`config.mk`:
```
export PLATFORM = sky130hd
export DESIGN_NAME = uart_rx_oversample
export DESIGN_NICKNAME = d
export VERILOG_FILES = /design/src/rtl/uart_rx_oversample_pkg.sv /design/src/rtl/uart_os_tick.sv /design/src/rtl/uart_rx_oversample.sv
export SDC_FILE = /design/constraint.sdc
export NUM_CORES = 1
export LEC_CHECK = 0
export CAP_MARGIN = 20
export CORE_MARGIN = 1
export CORE_UTILIZATION = 30
export DETAILED_ROUTE_END_ITERATION = 6
export DONT_BUFFER_PORTS = 1
export GPL_ROUTABILITY_DRIVEN = 0
export SYNTH_ARGS = -nofsm -noshare
export SYNTH_HDL_FRONTEND = slang
export SYNTH_SLANG_ARGS = --single-unit
```
`constraint.sdc`:
```
create_clock -name clk -period 2.5 [get_ports clk]
set_clock_uncertainty 0.2 [all_clocks]
set_input_delay 0.625 -clock clk [delete_from_list [all_inputs] [get_ports clk]]
set_output_delay 0.625 -clock clk [all_outputs]
set_load 0.01 [all_outputs]
```
`src/rtl/uart_rx_oversample_pkg.sv`:
```
// Shared UART definitions: receiver state encodings, the default baud
// divider settings (also used by the transmitter so both ends run at the
// same rate) and the 3-sample majority vote.
package uart_rx_oversample_pkg;

   typedef enum logic [1:0] {
      IDLE  = 2'd0,
      START = 2'd1,
      DATA  = 2'd2,
      STOP  = 2'd3
   } rx_state_t;

   localparam int OS_RATE_DEF  = 16;
   localparam int TICK_DIV_DEF = 27;

   // Two or more ones out of three samples reads as a 1.
   function automatic logic maj3(input logic a, input logic b, input logic c);
      return (a & b) | (a & c) | (b & c);
   endfunction

endpackage

```
`src/rtl/uart_os_tick.sv`:
```
// Oversample tick divider. Counts 0..TICK_DIV-1 on the system clock and
// raises tick for the single clock in which the count sits at TICK_DIV-1.
// Ports:
//   clk  - system clock
//   rst  - synchronous active-high reset
//   clr  - synchronous clear; restarts the count to phase-align ticks
//   tick - one-clock pulse every TICK_DIV clocks
module uart_os_tick
   import uart_rx_oversample_pkg::*;
#(
   parameter int TICK_DIV = TICK_DIV_DEF
) (
   input  logic clk,
   input  logic rst,
   input  logic clr,
   output logic tick
);

   localparam int            CW   = (TICK_DIV > 1) ? $clog2(TICK_DIV) : 1;
   localparam logic [CW-1:0] LAST = CW'(TICK_DIV - 1);

   logic [CW-1:0] cnt;

   assign tick = (cnt == LAST);

   always_ff @(posedge clk) begin
      if (rst || clr)
         cnt <= '0;
      else if (tick)
         cnt <= '0;
      else
         cnt <= cnt + 1'b1;
   end

endmodule

```
`src/rtl/uart_rx_oversample.sv`:
```
// 16x-oversampling UART receiver (8N1 by default, LSB first).
// The serial line is synchronized, the start edge phase-aligns the internal
// oversample tick, and each bit is the majority of three samples taken
// around the bit centre. Completed bytes are handed over with valid/ack.
// Ports:
//   clk       - system clock
//   rst       - synchronous active-high reset
//   rxd       - asynchronous serial input, idles high
//   rx_data   - last good received byte
//   rx_valid  - rx_data holds an unacknowledged byte
//   rx_ack    - consumer acknowledge, clears rx_valid
//   frame_err - one-clock pulse on a bad stop bit
//   overrun   - one-clock pulse when a good byte arrives while rx_valid=1
//   busy      - receiver is inside a frame
module uart_rx_oversample
   import uart_rx_oversample_pkg::*;
#(
   parameter int TICK_DIV  = TICK_DIV_DEF,
   parameter int OS_RATE   = OS_RATE_DEF,
   parameter int DATA_BITS = 8
) (
   input  logic                 clk,
   input  logic                 rst,
   input  logic                 rxd,
   output logic [DATA_BITS-1:0] rx_data,
   output logic                 rx_valid,
   input  logic                 rx_ack,
   output logic                 frame_err,
   output logic                 overrun,
   output logic                 busy
);

   localparam int OSW = $clog2(OS_RATE);
   localparam int BIW = (DATA_BITS > 1) ? $clog2(DATA_BITS) : 1;

   // Sample points straddle the bit centre; LAST closes the bit.
   localparam logic [OSW-1:0] SMP0  = OSW'(OS_RATE/2 - 1);
   localparam logic [OSW-1:0] SMP1  = OSW'(OS_RATE/2);
   localparam logic [OSW-1:0] SMP2  = OSW'(OS_RATE/2 + 1);
   localparam logic [OSW-1:0] LAST  = OSW'(OS_RATE - 1);
   localparam logic [BIW-1:0] BLAST = BIW'(DATA_BITS - 1);

   rx_state_t            state;
   logic                 rxd_m, rxd_s, rxd_p;
   logic                 fall, tick, tick_clr, vote;
   logic [OSW-1:0]       os_cnt;
   logic [BIW-1:0]       bit_idx;
   logic [1:0]           samp;
   logic [DATA_BITS-1:0] shreg;

   // Synchronizer plus edge-detect flop; all idle high so reset never
   // looks like a start edge.
   always_ff @(posedge clk) begin
      if (rst) begin
         rxd_m <= 1'b1;
         rxd_s <= 1'b1;
         rxd_p <= 1'b1;
      end else begin
         rxd_m <= rxd;
         rxd_s <= rxd_m;
         rxd_p <= rxd_s;
      end
   end

   assign fall     = rxd_p & ~rxd_s;
   assign tick_clr = (state == IDLE) && fall;
   assign vote     = maj3(samp[0], samp[1], rxd_s);

   uart_os_tick #(
      .TICK_DIV (TICK_DIV)
   ) u_tick (
      .clk  (clk),
      .rst  (rst),
      .clr  (tick_clr),
      .tick (tick)
   );

   always_ff @(posedge clk) begin
      if (rst) begin
         state     <= IDLE;
         os_cnt    <= '0;
         bit_idx   <= '0;
         samp      <= '0;
         shreg     <= '0;
         rx_data   <= '0;
         rx_valid  <= 1'b0;
         frame_err <= 1'b0;
         overrun   <= 1'b0;
         busy      <= 1'b0;
      end else begin
         frame_err <= 1'b0;
         overrun   <= 1'b0;
         // A load later in this block overrides the clear.
         if (rx_ack && rx_valid)
            rx_valid <= 1'b0;

         if (state == IDLE) begin
            if (fall) begin
               state  <= START;
               os_cnt <= '0;
               busy   <= 1'b1;
            end
         end else if (tick) begin
            os_cnt <= (os_cnt == LAST) ? '0 : os_cnt + 1'b1;
            if (os_cnt == SMP0)
               samp[0] <= rxd_s;
            if (os_cnt == SMP1)
               samp[1] <= rxd_s;

            if (state == START) begin
               if (os_cnt == SMP2 && vote) begin
                  state <= IDLE;   // glitch, not a real start bit
                  busy  <= 1'b0;
               end else if (os_cnt == LAST) begin
                  state   <= DATA;
                  bit_idx <= '0;
               end
            end else if (state == DATA) begin
               if (os_cnt == SMP2)
                  shreg[bit_idx] <= vote;
               if (os_cnt == LAST) begin
                  if (bit_idx == BLAST)
                     state <= STOP;
                  else
                     bit_idx <= bit_idx + 1'b1;
               end
            end else begin
               // Decide mid-stop-bit and drop to IDLE straight away so the
               // next start edge can follow the stop bit immediately.
               if (os_cnt == SMP2) begin
                  state <= IDLE;
                  busy  <= 1'b0;
                  if (!vote)
                     frame_err <= 1'b1;
                  else if (!rx_valid || rx_ack) begin
                     rx_data  <= shreg;
                     rx_valid <= 1'b1;
                  end else
                     overrun <= 1'b1;
               end
            end
         end
      end
   end

endmodule

```
==> results.py <==
metrics = {
    "global_routing": {
        "antenna_found_initial": 0,
        "track_usage": 0.1253,
        "grt_pass1_wl_um": 7003,
        "grt_overflow": 0,
        "grt_start_max_net_pins": 39,
        "first_global_vias": 1465,
    },
    "clock_tree": {
        "ctsHoldBuffers": 0,
        "clk_latency_ns": 0.30,
        "cts.sinks": 39,
        "cts_resized": 0,
        "h-tree-depth": 2,
        "clkTransAtPathRegs_ns": 0.09,
        "cts-root-buf": "clkbuf_8",
        "cts_buffers": 5,
        "postCtsSetupRepairBufs": 0,
        "cts_max_path_buffers": 2,
        "cts_tree": "done",
    },
    "sta": {
        "worst_pin_slew_ns": 0.4117,
        "fmax_mhz": 443.4,
        "slew_headroom": 0.7230,
        "min_period_ns": 2.255,
        "fin_crit_sh": 0.9022,
        "fin_setup_tns_ns": 0,
        "drv_slew": 0,
        "rsz0062_at_grt": "no",
        "setup_viol": 0,
        "hold_violations": 0,
    },
    "pwr": {
        "p_leak_nw": 0.7250,
        "p_per_area_mw_per_mm2": 570.4,
        "ir_drop_uv": 375.7,
    },
    "setup_path": {
        "slowest_stage": "ha_1",
        "cp.arrival_ns": 2.28,
        "critical_path_buf_inv_count": 1,
        "crit_fanout": 13,
        "cp_num_cells": 6,
        "max_stage_delay_ns": 0.42,
        "r2r_cells": 6,
        "worstPathRequired_ns": 2.52,
        "path_delay_family": "compound AO/OA/AOI/OAI gates",
        "path_class": "reg -> reg",
        "start_kind": "register",
        "path_cells": "inv_1 -> ha_1 -> nand3b_1 -> a21boi_0 -> a211oi_1 -> mux2i_1",
        "critPathCaptureType": "register",
    },
    "floorplanning": {
        "die_width_um": 83.00,
        "rows": 29,
        "ios": 16,
        "die_h_um": 83.00,
        "core_area_mm2": 0.006350,
        "die_area_mm2": 0.006888,
        "start_util": 0.3100,
    },
    "placement": {
        "placedCellCount": 282,
        "dp_hpwl_um": 2725,
        "port_buffers": 0,
    },
    "logic_synthesis": {
        "synth_seq_cells": 39,
        "ys_seq_area_frac": 0.3967,
        "synth_cell_types": 45,
        "yosys-top-cells-area": "dfxtp_1, ha_1, mux2i_1",
        "synth_flop_cell": "dfxtp_1",
        "synth_enable_flop_cells": 0,
        "synth_top_area_cell": "dfxtp_1",
        "yosys_warnings": 0,
        "avgSynthCellArea_um2": 8.987,
        "synth_nets": 235,
        "yosysTopAreaCellShare": 0.3967,
        "async_reset_ff_frac": 0,
        "synthesis.instances": 219,
        "synthesis.area_mm2": 0.001968,
    },
    "final_layout": {
        "antenna_cells": 0,
        "fin_util": 0.3330,
        "multiInputGateArea_mm2": 0.001080,
        "layout-drive-gt1-share": 0.08451,
        "nFillCells": 637,
        "seq_area_um2": 780.7,
        "final_common_cell": "dfxtp_1",
        "fin_cells": 290,
        "nets": 228,
        "mostFrequentLayoutCells": "dfxtp_1, nand3_1, a21oi_1",
        "syn2layout_area_growth_pct": 7.438,
    },
    "hold_path": {
        "hold_path_depth": 1,
        "min_path_type": "in -> reg",
    },
    "drt": {
        "drc": 0,
        "first_pass_iters": 4,
        "detail_route.wl_per_cell_um": 13.58,
        "wirelength_um": 3938,
        "vias_per_cell": 5.131,
        "drt-initial-drc-count": 108,
        "via_count": 1488,
        "final_antenna_net_count": 0,
    },
    "flow_run": {
        "max_cap_viol_count": 0,
    },
    "run_status": {
        "run_status": "completed",
    },
}
final cells by class:
type,count,area share
clock buffer,5,0.03254
tap,77,0.04556
multi-input combinational,156,0.5107
sequential,39,0.3692
clock inverter,3,0.02071
inverter,8,0.01420
timing repair buffer,2,0.007101
cell usage after synthesis, types with 2 or more instances:
| cell type | count |
|---|---|
| o31ai_1 | 2 |
| or3b_1 | 2 |
| nor3_1 | 2 |
| nand3b_1 | 8 |
| dfxtp_1 | 39 |
| mux2i_1 | 10 |
| inv_1 | 8 |
| a21oi_1 | 16 |
| nor2b_1 | 3 |
| nand2_1 | 8 |
| nand3_1 | 17 |
| nor2_1 | 12 |
| ha_1 | 12 |
| clkbuf_1 | 6 |
| nor4_1 | 5 |
| o211ai_1 | 2 |
| o21ai_0 | 12 |
| and4b_1 | 2 |
| nand2b_1 | 13 |
| xor2_1 | 2 |
| buf_2 | 8 |
| nand4_1 | 2 |
| nand4b_1 | 2 |
| nor3b_1 | 3 |
| or2_2 | 3 |
state kept, by name (all words and copies together), names as in the netlist, named ones only:
register and count:
os_cnt 4, rxd_s 1, frame_err 1, rx_data 8
u_tick.cnt 5, shreg 8, rxd_p 1, overrun 1
state 1, rxd_m 1, samp 2, bit_idx 3
busy 1, rx_valid 1
power by group:
part / switching (W) / internal [W] / total, W / leakage [nW]
logic: 0.0000231 / 0.0000194 / 0.0000425 / 0.351
clock network: 0.000230 / 0.000297 / 0.000527 / 0.0581
registers: 0.00000751 / 0.000629 / 0.000636 / 0.315
kinds of logic (layout without fill, tap and decap cells):
family,count (synthesis),after routing,synth area share
and+or+nand+nor,90,90,0.2734
AOI/OAI and AO/OA,40,40,0.1297
DFF,39,39,0.3967
buffers and inverters,24,18,0.05467
adders and majority gates,13,13,0.08137
muxes,10,10,0.05086
xor gates and xnor gates,3,3,0.01335
path summary, 6_finish.rpt:
check / endpoint / slack [ns] / from
worst min-delay path: rx_data[4] / 0.18 / rst
worst min register to register: rxd_s / 0.22 / rxd_m
worst max-delay path: busy / 0.24 / state[0]
worst max register to register: busy / 0.24 / state[0]
metrics by stage:
step / hold slack (ns) / cell area, um2 / total power [W] / setup slack (ns)
3_3_place_gp: 0.2024 / 2002 / 0.0006922 / 0.3450
4_1_cts: 0.1733 / 2115 / 0.001220 / 0.2467
3_5_place_dp: 0.2067 / 2002 / 0.0006931 / 0.2569
2_1_floorplan: 0.1895 / 1968 / 0.0006903 / 0.5851
5_1_grt: 0.1679 / 2115 / 0.001250 / 0.06554
6_report: 0.1780 / 2115 / 0.001206 / 0.2446
per-layer routing:
| metal | track usage | up-vias | wire (um) | share of wire |
|---|---|---|---|---|
| met5 | 0 | - | 0 | 0 |
| met4 | 0.05799 | 0 | 81 | 0.021 |
| met3 | 0.03082 | 7 | 133 | 0.034 |
| met2 | 0.1811 | 24 | 1651 | 0.42 |
| met1 | 0.1747 | 694 | 2071 | 0.53 |
| li1 | - | 763 | - | - |
(Power assumes the default switching activity.)
